File: src/rtl/posit_regime_decode_pipe.sv
// Two-stage posit regime decoder: stage 1 takes magnitude and regime run, stage 2 splits fields.
// Define POSIT_SPECIAL_DETECT_EN to flag zero / NaR and force their decoded fields to 0.
module posit_regime_decode_pipe #(
    parameter int N  = 32,
    parameter int ES = 2
) (
    input  logic                              clk,
    input  logic                              rst,
    input  logic [N-1:0]                      in_data,
    input  logic                              in_valid,
    output logic                              in_ready,
    output logic                              out_valid,
    input  logic                              out_ready,
    output logic                              out_sign,
    output logic signed [$clog2(N):0]         out_k,
    output logic [$clog2(N)-1:0]              out_run,
    output logic [((ES > 0) ? ES : 1)-1:0]    out_exp,
    output logic [N-2-ES:0]                   out_frac,
    output logic                              out_zero,
    output logic                              out_nar
);

    localparam int RW = $clog2(N);
    localparam int KW = RW + 1;
    localparam int EW = (ES > 0) ? ES : 1;
    localparam int FW = N - 1 - ES;

    logic          v1_q;
    logic          sign1_q;
    logic [N-2:0]  body1_q;
    logic [RW-1:0] run1_q;
    logic          zero1_q;
    logic          nar1_q;

    logic          v2_q;
    logic          sign_q;
    logic [KW-1:0] k_q;
    logic [RW-1:0] run_q;
    logic [EW-1:0] exp_q;
    logic [FW-1:0] frac_q;
    logic          zero_q;
    logic          nar_q;

    logic          adv1;
    logic          adv2;

    logic [N-2:0]  body_d;
    logic [RW-1:0] run_d;
    logic          zero_d;
    logic          nar_d;

    logic [KW-1:0] runx;
    logic [KW-1:0] shamt;
    logic [N-2:0]  rem;
    logic [KW-1:0] k_d;
    logic [RW-1:0] run2_d;
    logic [EW-1:0] exp_d;
    logic [FW-1:0] frac_d;
    logic [EW-1:0] exp_raw;
    logic          special;

    assign adv2     = !v2_q || out_ready;
    assign adv1     = !v1_q || adv2;
    assign in_ready = adv1;

    // Low N-1 bits of the two's complement equal the negated low bits.
    assign body_d = in_data[N-1] ? (-in_data[N-2:0]) : in_data[N-2:0];

    always_comb begin
        logic done;
        run_d = '0;
        done  = 1'b0;
        for (int i = N - 2; i >= 0; i--) begin
            if (!done && (body_d[i] == body_d[N-2])) begin
                run_d = run_d + RW'(1);
            end else begin
                done = 1'b1;
            end
        end
    end

`ifdef POSIT_SPECIAL_DETECT_EN
    assign zero_d = (in_data == '0);
    assign nar_d  = (in_data == {1'b1, {(N-1){1'b0}}});
`else
    assign zero_d = 1'b0;
    assign nar_d  = 1'b0;
`endif

    assign runx  = {1'b0, run1_q};
    assign shamt = runx + KW'(1);
    // A shift of N-1+1 = N clears everything, covering the no-terminator case.
    assign rem   = body1_q << shamt;

    generate
        if (ES > 0) begin : g_exp
            assign exp_raw = rem[N-2 -: EW];
        end else begin : g_noexp
            assign exp_raw = '0;
        end
    endgenerate

    assign special = zero1_q || nar1_q;

    always_comb begin
        k_d    = body1_q[N-2] ? (runx - KW'(1)) : (-runx);
        run2_d = run1_q;
        exp_d  = exp_raw;
        frac_d = rem[FW-1:0];
        if (special) begin
            k_d    = '0;
            run2_d = '0;
            exp_d  = '0;
            frac_d = '0;
        end
    end

    always_ff @(posedge clk) begin
        if (rst) begin
            v1_q    <= 1'b0;
            sign1_q <= 1'b0;
            body1_q <= '0;
            run1_q  <= '0;
            zero1_q <= 1'b0;
            nar1_q  <= 1'b0;
        end else if (adv1) begin
            v1_q <= in_valid;
            if (in_valid) begin
                sign1_q <= in_data[N-1];
                body1_q <= body_d;
                run1_q  <= run_d;
                zero1_q <= zero_d;
                nar1_q  <= nar_d;
            end
        end
    end

    always_ff @(posedge clk) begin
        if (rst) begin
            v2_q   <= 1'b0;
            sign_q <= 1'b0;
            k_q    <= '0;
            run_q  <= '0;
            exp_q  <= '0;
            frac_q <= '0;
            zero_q <= 1'b0;
            nar_q  <= 1'b0;
        end else if (adv2) begin
            v2_q <= v1_q;
            if (v1_q) begin
                sign_q <= sign1_q;
                k_q    <= k_d;
                run_q  <= run2_d;
                exp_q  <= exp_d;
                frac_q <= frac_d;
                zero_q <= zero1_q;
                nar_q  <= nar1_q;
            end
        end
    end

    assign out_valid = v2_q;
    assign out_sign  = sign_q;
    assign out_k     = k_q;
    assign out_run   = run_q;
    assign out_exp   = exp_q;
    assign out_frac  = frac_q;
    assign out_zero  = zero_q;
    assign out_nar   = nar_q;

endmodule

File: config.mk
export PLATFORM = sky130hd
export DESIGN_NAME = posit_regime_decode_pipe
export DESIGN_NICKNAME = d
export VERILOG_FILES = /design/src/rtl/posit_regime_decode_pipe.sv
export SDC_FILE = /design/constraint.sdc
export NUM_CORES = 1
export LEC_CHECK = 0
export CORE_MARGIN = 2
export CORE_UTILIZATION = 47
export CTS_CLUSTER_SIZE = 16
export DETAILED_ROUTE_END_ITERATION = 12
export GPL_TIMING_DRIVEN = 0
export PLACE_DENSITY = 0.68
export SLEW_MARGIN = 20
export SYNTH_ARGS = -nofsm -noshare
export SYNTH_HDL_FRONTEND = slang
export SYNTH_SLANG_ARGS = --single-unit
File: constraint.sdc
create_clock -name clk -period 43.2 [get_ports clk]
set_input_delay 8.64 -clock clk [delete_from_list [all_inputs] [get_ports clk]]
set_output_delay 8.64 -clock clk [all_outputs]
set_load 0.02 [all_outputs]
### Word level (Yosys, flattened, before mapping)

Cells that the tools add are included.

| word-level totals | value |
|---|---|
| bits in registers | 82 |
| output and inout port bits | 47 |
| word-level logic and storage cells | 198 |

| cells by class | value |
|---|---|
| $add $sub $neg | 33 |
| eq/ne operators | 30 |
| shift-type cells | 1 |
| muxes and demuxes | 61 |
| reductions and logical operators | 63 |

Operator list:

| operator | number |
|---|---|
| $mux W5 | 29 |
| $add A5 B1 Y5 const B | 28 |
| $mux W31 | 1 |
| $neg A31 Y31 | 1 |
| $shl A31 B6 Y31 | 1 |
| $eq A1 B1 Y1 | 30 |
| $logic_not A1 Y1 | 30 |
| $logic_and A1 B1 Y1 | 29 |
| $mux W1 | 29 |
| $add A5 B1 Y6 const B | 1 |
| $mux W6 | 1 |
| $neg A5 Y6 | 1 |
| $sub A5 B1 Y6 const B | 1 |
| $reduce_and A2 Y1 | 2 |
| $add A2 B1 Y3 const B | 1 |
| $logic_or A1 B1 Y1 | 2 |
| $mux W2 | 1 |

### Longest topological paths before layout

| depth | value |
|---|---|
| word-level depth | 89 |
| depth in mapped cells | 73 |
| depth with buffers taken out | 71 |

### Worst setup path after synthesis

No wires, ideal clock.

| timing path | value |
|---|---|
| kind | input port to flip-flop |
| start point | input port in_data[1] |
| end point | register run1_q[4] |
| library setup time | 0.079 ns |
| arrival | 20.811 ns |
| data required time | 43.121 ns |
| slack | 22.309 ns |
| cell stages on the path | 68 |
| buffers on the path | 3 |
| cell sequence | inv_1 ha_1 or4b_1 clkbuf_1 nor3_2 a21oi_1 nor3_2 buf_2 buf_2 nand2_1 o22ai_1 ha_1 or2_2 a21oi_1 nor2_1 ha_1 nand2_1 o21ai_0 [... 32 more ...] a21o_1 ha_1 mux2i_1 nand2_1 o21ai_0 inv_1 ha_1 a21oi_1 a21oi_1 ha_1 mux2i_1 a21oi_1 ha_1 nand2_1 o311a_1 mux2i_1 xnor3_1 a211oi_2 |

| between the ends | value |
|---|---|
| cells in the longest elaborated chain, start to end | 89 |
| elaborated cells between the ends (all ways) | 177 |

RTL lines:

| what | RTL line | text |
|---|---|---|
| from (decl) | 9 | `input logic [N-1:0] in_data,` |
| $neg A31 Y31 | 67 | `assign body_d = in_data[N-1] ? (-in_data[N-2:0]) : in_data[N-2:0];` |
| $mux W31 (*) | 67 |  |
| branches (longest 86 deep; another with $add A5 B1 Y5) | -- |  |
| $mux W5 (*) | 74 | `if (!done && (body_d[i] == body_d[N-2])) begin` |
| to (signal assigned) | 131 | `run1_q <= run_d;` |
| to (decl) | 31 | `logic [RW-1:0] run1_q;` |

Mark *: on every way between the ends.
A chain may end at the register's enable or synchronous reset.

### Worst setup path in the final report

| timing path | value |
|---|---|
| start point | input port in_data[0] |
| end point | register run1_q[4] |

Same word-level chain as after synthesis.

==> metrics <==
Post-CTS Resized 0; RSZ-0062 raised after global routing false; DP HPWL approximately 22 mm; DR WL/cell 18.1 um; Final TNS setup 0 ns; H-Tree Depth 3; post-route clock period utilization 54.9%; critical path class in2reg; CTS root buf clkbuf_16; Layout Skew between 0.008 and 0.009 ns; pins over their slew limit 0; gpl congestion 0.972; Mapped Cells 1207; Yosys cell types a little over 90; CTS tree yes; CP Data Required Time between 40 and 50 ns; EDFF count, synth 0; Primary FF master, synth dfxtp_1; final wirelength between 20 and 30 mm; critical path startpoint category primary input; fmax approximately 42 MHz; outcome complete, no violations; fin area 10300 um2; Max Cap Viol 0; die height 142 um; worst-margin pin slew 0.944 ns; FFs w/ async S/R, synth 0%; post-CTS setup buffers 0; Leak Pwr between 3 and 4 nW; WP data arrival 23.99 ns; clk slew on worst S/H paths around 0.070 ns; final setup vio count 0; CP peak stage delay between 0.5 and 0.6 ns; layout cells sized above 1 ~6.2%; Syn Area/Cell about 7.4 um2; Inst Count DP 1518; worst skew pair latency around 0.35 ns; row count 50; sequential cell area around 1600 um2; placed cell area approximately 10000 um2; I/O pin cnt 83; Final Hold Viols 0; GRT Residual Overflow 0; crit-path max FO 10; fillers around 1900; Multi-input gate area between 6000 and 7000 um2; Reg2Reg Depth 14; slew margin rel. between 30% and 40%; most used cell, CP ha_1; vias per cell between 6 and 7; detailed-route via count between 9000 and 10000; Inserted Diodes 0; Seq/Total Area, Yosys 18.3%; Final ANT Viol Nets 0; hold crit path type reg2reg; Detailed Routing Iterations Pass 1 5; first-pass GRT wire length approximately 45 mm; Clock Tree Buf Depth 2; Max rail drop VDD between 15 and 20 uV; pin count of the biggest net entering global routing 16; synthesized cell area 8950 um2; CTS Hold Bufs 0; die width between 100 and 150 um; Area growth, synth to finish 15.3%; Sink Count 82; register bit total from synthesis 82; nets around 1400; Critical Path Sink Type flip-flop; Hold Slack 0.452 ns; Tot GR Track Use a little over a quarter; Yosys warnings 0; First DRT Iteration DRCs 854; Core Box Area ~19000 um2; Port Buffers 76; Die ar. around 20000 um2; hold-critical path depth 2; vias in the first global route 8653; count of non-filler cells in the finished layout 1534; final core utilization a little under three fifths; DRC 0; Num CTS Buffers 9; minimum clock period around 24 ns; Starting Density 47.8%; PD cells just under 30 nW/um2; Crit-path slowest cell clkdlybuf4s50_1; initial antenna violation count 0
==> layer usage <==
layer | global-route usage [%] | vias up | part of all wire, %
met1 | 34.9 | 4418 | 44
met5 | 0 | - | 0
met4 | 9.32 | 0 | 3.0
met2 | 47.8 | 351 | 48
met3 | 3.53 | 60 | 5.4
li1 | - | 4622 | -
==> registers in the layout, indices dropped and copies added, names as in the netlist <==
register,count
body1_q,31
out_frac,29
out_k,6
out_run,5
run1_q,5
out_exp,2
out_sign,1
out_valid,1
sign1_q,1
v1_q,1
==> power by group <==
part           internal [W]  switching (W)  leakage, nW
Combinational     0.0000539      0.0000812         2.97
Sequential        0.0000808     0.00000381        0.673
Clock             0.0000451      0.0000326        0.142
Total              0.000180       0.000118         3.78
==> layout make-up <==
class,count,share of cell area [%]
Inverter,25,0.910
Sequential cell,82,15.9
Tap cell,234,2.84
Multi-Input combinational cell,1027,67.1
Timing Repair Buffer,76,7.38
Clock buffer,9,2.18
Clock inverter,7,0.740
Buffer,74,2.89
==> critical path: cells and delay by family <==
kind            cells  cell delay (ns)
compound gates     24             4.47
fa+ha+maj          16             4.60
simple gates       18             3.70
mux                 4             0.51
xor+xnor            1             0.29
buf+inv             6             1.73
==> per-stage QoR <==
stage | setup slack, ns | power (W)
after floorplan | 22.31 | 0.000182
after global placement | 19.63 | 0.000217
after detailed placement | 19.46 | 0.000219
after CTS | 19.71 | 0.000296
after global routing | 18.31 | 0.000315
final | 19.48 | 0.000297
==> path summary, 6_finish.rpt <==
check	start	endpoint	slack [ns]
max	in_data[0]	run1_q[4]$_SDFFE_PP0P_	19.48
min	out_run[2]$_SDFFE_PP0P_	out_run[2]$_SDFFE_PP0P_	0.45
max reg2reg	run1_q[0]$_SDFFE_PP0P_	out_frac[28]$_SDFFE_PP0P_	38.53
min reg2reg	out_run[2]$_SDFFE_PP0P_	out_run[2]$_SDFFE_PP0P_	0.45
==> logic make-up (layout without fill, tap and decap cells) <==
kind of cell    Yosys count  after routing  synth area share (%)
other cells               1              2                0.0419
compound gates          321            321                  24.5
mux                      55             55                  8.34
xor+xnor                106            106                  12.0
buf+inv                  99            191                  4.38
fa+ha+maj                35             35                  4.73
flops                    82             82                  18.3
simple gates            508            508                  27.6
==> synth_stat cells (10+ instances only) <==
cell / n / share of area [%]
nand4_1: 11 / 0.77
o22ai_1: 12 / 0.84
and3_1: 19 / 1.3
a211oi_1: 47 / 3.9
o211ai_1: 13 / 1.1
a31oi_1: 11 / 0.77
nand3_1: 46 / 2.6
mux2i_1: 34 / 3.8
nand2_1: 161 / 6.8
nand2b_1: 12 / 0.84
and2_1: 21 / 1.5
inv_1: 23 / 0.97
xnor2_1: 59 / 5.8
nor4_1: 10 / 0.70
ha_1: 29 / 4.1
xor2_1: 36 / 3.5
clkbuf_1: 58 / 2.4
mux4_2: 15 / 3.8
nor3_1: 19 / 1.1
o31ai_1: 10 / 0.84
dfxtp_1: 82 / 18
nor2_1: 141 / 5.9
o21ai_0: 51 / 2.9
or3_1: 15 / 1.0
a21oi_1: 73 / 4.1
a22oi_1: 22 / 1.8
==> layout by cell type, fill, tap and decap left out, drive strengths merged, types with 6 or more instances in the layout <==
cell type      instances
nand4                 12
nor2                 141
nand3                 46
a222oi                 7
nand2                163
nor4                  12
o41ai                  7
clkbuf                67
xor2                  39
xnor2                 59
o22ai                 12
clkdlybuf4s50         76
mux4                  15
o21ai                 55
or2                    8
a31oi                 11
and3                  19
o31ai                 10
inv                   25
nor2b                  7
a32oi                  6
a211oi                48
mux2i                 34
buf                   16
dfxtp                 82
mux2                   6
o211ai                13
or4                    6
or3                   15
xnor3                  7
maj3                   6
ha                    29
a22oi                 22
nor3                  26
a21oi                 73
and2                  22
nand2b                12
o21a                   7
Note: power is estimated with default switching activity, not from simulation.
